<file path="config.mk">
export PLATFORM = sky130hd
export DESIGN_NAME = decode_flat
export DESIGN_NICKNAME = d
export VERILOG_FILES = /design/src/rtl/decode_if.sv /design/src/rtl/decode.sv /design/src/flat_wrapper.sv
export SDC_FILE = /design/constraint.sdc
export NUM_CORES = 1
export LEC_CHECK = 0
export ABC_AREA = 0
export CAP_MARGIN = 15
export CORE_UTILIZATION = 30
export DETAILED_ROUTE_END_ITERATION = 8
export DONT_BUFFER_PORTS = 1
export PLACE_DENSITY = 0.51
export SETUP_SLACK_MARGIN = 0.4
export SLEW_MARGIN = 20
export SYNTH_ARGS = -nofsm -noshare
export SYNTH_HDL_FRONTEND = slang
export SYNTH_SLANG_ARGS = --single-unit
</file>
<file path="constraint.sdc">
create_clock -name clk -period 5.1 [get_ports clk]
set_input_delay 0.765 -clock clk [delete_from_list [all_inputs] [get_ports clk]]
set_output_delay 0.765 -clock clk [all_outputs]
set_load 0.01 [all_outputs]
</file>
<file path="src/rtl/decode_if.sv">
// Decode-stage bus: fetch handshake, register-file write-back from execution,
// and the registered issue bundle that feeds execution.
interface decode_if;
    logic [15:0] inst;
    logic        inst_valid;
    logic        inst_ready;
    logic        wb_we;
    logic [3:0]  wb_rdest;
    logic [15:0] wb_data;
    logic [15:0] rd_data;
    logic [15:0] s0;
    logic [1:0]  aluctr;
    logic [15:0] im16;
    logic        s2ctr;
    logic        we;
    logic [3:0]  rdest_r;
    logic        halted;

    modport master (
        output inst, inst_valid, wb_we, wb_rdest, wb_data,
        input  inst_ready, rd_data, s0, aluctr, im16, s2ctr, we, rdest_r, halted
    );
    modport slave (
        input  inst, inst_valid, wb_we, wb_rdest, wb_data,
        output inst_ready, rd_data, s0, aluctr, im16, s2ctr, we, rdest_r, halted
    );
endinterface

</file>
<file path="src/rtl/decode.sv">
// Instruction decode / register-read stage: 16x16 register file with write-through
// bypass, two-word LDI, one-cycle RAW stall against the issued bundle, and HALT.
module decode (
    input  logic     clk,
    input  logic     rst,
    decode_if.slave  bus
);
    typedef enum logic [1:0] {S_RUN, S_IMM, S_HALT} state_t;

    typedef struct packed {
        logic [15:0] rd_data;
        logic [15:0] s0;
        logic [1:0]  aluctr;
        logic [15:0] im16;
        logic        s2ctr;
        logic        we;
        logic [3:0]  rdest;
    } issue_t;

    state_t      r_state, w_state_nxt;
    issue_t      r_iss, w_iss_nxt;
    logic [3:0]  r_rd_lat, w_rd_lat_nxt;
    logic        r_halted;
    logic [15:0] r_rf [16];

    logic [3:0]  w_op, w_rd, w_rs;
    logic        w_is_alu, w_stall, w_acc;
    logic [1:0]  w_alu;
    logic [15:0] w_rd_val, w_rs_val;

    assign w_op = bus.inst[15:12];
    assign w_rd = bus.inst[11:8];
    assign w_rs = bus.inst[7:4];

    always_comb begin
        w_is_alu = 1'b1;
        w_alu    = 2'b00;
        case (w_op)
            4'h1:    w_alu = 2'b00;
            4'h2:    w_alu = 2'b01;
            4'h3:    w_alu = 2'b10;
            4'h4:    w_alu = 2'b11;
            default: w_is_alu = 1'b0;
        endcase
    end

    // Only a distance-1 dependency needs a bubble; by the next cycle the
    // result arrives on wb_* and the read bypass supplies it.
    assign w_stall = (r_state == S_RUN) && bus.inst_valid && w_is_alu && r_iss.we &&
                     ((w_rd == r_iss.rdest) || (w_rs == r_iss.rdest));

    assign bus.inst_ready = !rst && (r_state != S_HALT) && !w_stall;
    assign w_acc          = bus.inst_valid && bus.inst_ready;

    assign w_rd_val = (bus.wb_we && bus.wb_rdest == w_rd) ? bus.wb_data : r_rf[w_rd];
    assign w_rs_val = (bus.wb_we && bus.wb_rdest == w_rs) ? bus.wb_data : r_rf[w_rs];

    always_comb begin
        w_state_nxt  = r_state;
        w_rd_lat_nxt = r_rd_lat;
        w_iss_nxt    = '0;
        case (r_state)
            S_RUN: begin
                if (w_acc) begin
                    if (w_is_alu) begin
                        w_iss_nxt.we      = 1'b1;
                        w_iss_nxt.aluctr  = w_alu;
                        w_iss_nxt.rdest   = w_rd;
                        w_iss_nxt.rd_data = w_rd_val;
                        w_iss_nxt.s0      = w_rs_val;
                    end else if (w_op == 4'h8) begin
                        w_rd_lat_nxt = w_rd;
                        w_state_nxt  = S_IMM;
                    end else if (w_op == 4'hF) begin
                        w_state_nxt = S_HALT;
                    end
                end
            end
            S_IMM: begin
                if (w_acc) begin
                    w_iss_nxt.we    = 1'b1;
                    w_iss_nxt.s2ctr = 1'b1;
                    w_iss_nxt.im16  = bus.inst;
                    w_iss_nxt.rdest = r_rd_lat;
                    w_state_nxt     = S_RUN;
                end
            end
            S_HALT: ;
            default: w_state_nxt = S_RUN;
        endcase
    end

    always_ff @(posedge clk) begin
        if (rst) begin
            r_state  <= S_RUN;
            r_iss    <= '0;
            r_rd_lat <= '0;
            r_halted <= 1'b0;
        end else begin
            r_state  <= w_state_nxt;
            r_iss    <= w_iss_nxt;
            r_rd_lat <= w_rd_lat_nxt;
            r_halted <= (w_state_nxt == S_HALT);
        end
    end

    // Write-back lands in every state, including stall and HALT.
    always_ff @(posedge clk) begin
        if (rst) begin
            for (int i = 0; i < 16; i++) r_rf[i] <= '0;
        end else if (bus.wb_we) begin
            r_rf[bus.wb_rdest] <= bus.wb_data;
        end
    end

    assign bus.rd_data = r_iss.rd_data;
    assign bus.s0      = r_iss.s0;
    assign bus.aluctr  = r_iss.aluctr;
    assign bus.im16    = r_iss.im16;
    assign bus.s2ctr   = r_iss.s2ctr;
    assign bus.we      = r_iss.we;
    assign bus.rdest_r = r_iss.rdest;
    assign bus.halted  = r_halted;
endmodule

</file>
<file path="src/flat_wrapper.sv">
// flat-port wrapper written by rule: the top's interface ports become plain ports
module decode_flat 
  (clk, rst, bus_inst, bus_inst_valid, bus_wb_we, bus_wb_rdest, bus_wb_data, bus_inst_ready, bus_rd_data, bus_s0, bus_aluctr, bus_im16, bus_s2ctr, bus_we, bus_rdest_r, bus_halted);
  decode_if bus_i ();
  input  logic clk;
  input  logic rst;
  input wire logic [$bits(bus_i.inst)-1:0] bus_inst;
  input wire logic [$bits(bus_i.inst_valid)-1:0] bus_inst_valid;
  input wire logic [$bits(bus_i.wb_we)-1:0] bus_wb_we;
  input wire logic [$bits(bus_i.wb_rdest)-1:0] bus_wb_rdest;
  input wire logic [$bits(bus_i.wb_data)-1:0] bus_wb_data;
  output wire logic [$bits(bus_i.inst_ready)-1:0] bus_inst_ready;
  output wire logic [$bits(bus_i.rd_data)-1:0] bus_rd_data;
  output wire logic [$bits(bus_i.s0)-1:0] bus_s0;
  output wire logic [$bits(bus_i.aluctr)-1:0] bus_aluctr;
  output wire logic [$bits(bus_i.im16)-1:0] bus_im16;
  output wire logic [$bits(bus_i.s2ctr)-1:0] bus_s2ctr;
  output wire logic [$bits(bus_i.we)-1:0] bus_we;
  output wire logic [$bits(bus_i.rdest_r)-1:0] bus_rdest_r;
  output wire logic [$bits(bus_i.halted)-1:0] bus_halted;
  assign bus_i.inst = bus_inst;
  assign bus_i.inst_valid = bus_inst_valid;
  assign bus_i.wb_we = bus_wb_we;
  assign bus_i.wb_rdest = bus_wb_rdest;
  assign bus_i.wb_data = bus_wb_data;
  assign bus_inst_ready = bus_i.inst_ready;
  assign bus_rd_data = bus_i.rd_data;
  assign bus_s0 = bus_i.s0;
  assign bus_aluctr = bus_i.aluctr;
  assign bus_im16 = bus_i.im16;
  assign bus_s2ctr = bus_i.s2ctr;
  assign bus_we = bus_i.we;
  assign bus_rdest_r = bus_i.rdest_r;
  assign bus_halted = bus_i.halted;
  decode u_core (.clk(clk), .rst(rst), .bus(bus_i));
endmodule
</file>
==> run metrics <==
Final Setup Violations 0; wire per inst 25.8 microns; Port Buffers 0; HP Class primary input to flop; nature of the critical path endpoint primary output; worst-path maximum fanout 7; DR vias/cell 5.16; Post-CTS Hold Buffers 0; final worst path period share around three fifths; root buf cell clkbuf_16; largest net degree at the start of global routing 70; Comb pwr share around 7.7%; Mapped Nets ~1,100; switch share roughly 22%; DP Worst Slack approximately 2 ns; proportion of layout cells with a drive suffix above 1 between 20% and 30%; # DRC 0; sw power approximately 1.3 mW; CTS resizes 0; VDD IR max 0.000181 V; Internal 4.65 mW; synthesis-to-layout area growth 10.8%; Worst EP arrival approximately 2.2 ns; final WL 45,300 microns; Reg clk slew, reported paths ~0.06 ns; status finished clean; relative slew slack about a quarter; Inserted Clock Buffers 36; Setup WS post-layout roughly 2.1 ns; IO Count ~100; commonest non-fill, non-tap cell in the layout and2_1; final hold vios 0; startpoint types primary input; Final Critical Period approximately 3.0 ns; total number of vias about 9,000; gp weighted congestion 0.782; register area share after synthesis 56.7%; post-DP HPWL about 27,000 microns; Mapped Avg Cell Area 14.5 sq um; clk buf depth 3; Final Skew ~0.013 ns; predominant post-synthesis flop cell edfxtp_1; Least-Margin Pin Slew 1.14 ns; Leak a little over 6 nW; Post-Route Setup TNS 0 ns; postcts setup bufs 0; Die X-Extent about 230 microns; pwr/cell area approximately 340 nW/um^2; Final Power ~6.0 mW; drt pass-1 iters 7; Antenna Nets Post-Route 0; first-pass GRT wire length 66,500 microns; Seq pwr share approximately half; ys async rst share 0%; antenna violations before repair 0; Final Net Count between 1,000 and 1,500; Core ar. ~52,000 sq um; Starting Density around 30%; CTS tree built; Placement Rows 83; MaxCap Viol Count 0; CTS H-tree lvls 2; Sinks on Clock Net between 300 and 400; post-synth cell types 39; yosys warns 0; Clock power frac 42.0%; most frequent cells in the layout and2_1 (258), edfxtp_1 (256), mux4_2 (128); CP Data Required Time approximately 4.3 ns; vias in the first global route between 9,000 and 10,000; Post-synth EDFFs 256; die span in y around 230 microns; latest clock arrival within the worst-skew pair approximately 0.53 ns; register bit total from synthesis around 320; Fmax achieved 0.337 GHz; Die Footprint approximately 53,000 sq um; Max Transition Viols Final 0; RSZ-0062 raised after global routing false; Crit Path Category primary input to primary output; total global-route track usage 17.1%; post-synthesis cell area 15,800 sq um; Fillers roughly 5,000; Detailed Route Iter0 Violations approximately 650; post-layout util about a third; Gate Count Post-Synth ~1,100; grt ovf 0
kinds of logic after synthesis:
logic type / after synthesis / share of synthesized area (%)
buf+inv: 97 / 2.90
simple gates: 413 / 15.1
xor+xnor: 17 / 0.944
flops: 319 / 56.7
compound gates: 77 / 3.78
mux: 164 / 20.6
metal layers:
| metal | track usage [%] | vias up | wire, microns |
|---|---|---|---|
| met5 | 0 | - | 0 |
| met4 | 4.18 | 0 | 803 |
| met3 | 2.82 | 51 | 2400 |
| met2 | 29.8 | 260 | 23200 |
| met1 | 22.1 | 4746 | 18900 |
| li1 | - | 4014 | - |
synth_stat cells, types with 2 or more instances:
master / n / area share [%]
a21oi_1: 3 / 0.095
nand3_2: 3 / 0.19
buf_6: 4 / 0.29
nor3_1: 8 / 0.25
edfxtp_1: 256 / 49
and3_1: 16 / 0.63
dfxtp_1: 63 / 8.0
xor2_1: 14 / 0.78
or2_2: 16 / 0.63
and2_1: 258 / 10
a22oi_1: 68 / 3.2
buf_2: 16 / 0.51
clkbuf_1: 65 / 1.5
mux2i_1: 36 / 2.3
nand3b_1: 3 / 0.14
nor2_1: 57 / 1.4
buf_4: 4 / 0.19
inv_1: 2 / 0.048
nor2b_1: 5 / 0.20
mux4_2: 128 / 18
buf_1: 5 / 0.12
nand2_1: 34 / 0.81
nand2b_1: 2 / 0.079
nor4_1: 4 / 0.16
xnor2_1: 3 / 0.17
power by group through the flow:
stage | Sequential [mW] | Combinational [mW] | Clock, mW
final | 3.01 | 0.462 | 2.52
after global routing | 3.03 | 0.493 | 2.67
after CTS | 3.01 | 0.465 | 2.57
after detailed placement | 3.07 | 0.464 | 0
after global placement | 3.06 | 0.460 | 0
after floorplan | 3.03 | 0.413 | 0
path summary, 6_finish.rpt:
| path | from | end | slack, ns | cells past startpoint |
|---|---|---|---|---|
| max | bus_inst[12] | bus_inst_ready | 2.13 | 4 |
| min reg2reg | u_core.r_rd_lat[1] | u_core.r_rd_lat[1] | 0.52 | 2 |
| min | rst | u_core.r_rd_lat[1] | 0.31 | 1 |
| max reg2reg | u_core.r_state[0] | u_core.bus.aluctr[0] | 2.21 | 4 |
worst max-delay path: stages:
cell and delay [ns]:
or3b_4 0.39, a2111oi_4 0.50, o2111ai_1 0.28, and2_2 0.27
state kept, by name, indices dropped and copies added, names as in the netlist:
| name | flops |
|---|---|
| u_core.r_rf | 256 |
| u_core.bus.im16 | 16 |
| u_core.bus.rd_data | 16 |
| u_core.bus.s0 | 16 |
| u_core.bus.rdest_r | 4 |
| u_core.r_rd_lat | 4 |
| u_core.bus.aluctr | 2 |
| u_core.r_state | 2 |
| u_core.bus.halted | 1 |
| u_core.bus.s2ctr | 1 |
| u_core.bus.we | 1 |
through the flow:
step           cell area [sq um]  hold slack [ns]  instances
2_1_floorplan              15800            0.461       1087
3_3_place_gp               16400            0.509       1694
3_5_place_dp               16400            0.491       1694
4_1_cts                    17500            0.289       1757
5_1_grt                    17500            0.296       1757
6_report                   17500            0.314       1758
cell type report:
| type | count | area [sq um] | area share (%) |
|---|---|---|---|
| multi-input combinational | 671 | 6380 | 36.5 |
| timing repair buffer | 22 | 165 | 0.945 |
| clock inverter | 17 | 130 | 0.744 |
| tap | 680 | 851 | 4.87 |
| sequential | 319 | 8950 | 51.2 |
| antenna | 1 | 2.50 | 0.0143 |
| clock buffer | 46 | 990 | 5.66 |
| inverter | 2 | 7.51 | 0.0429 |
Note: power is estimated with default switching activity, not from simulation.
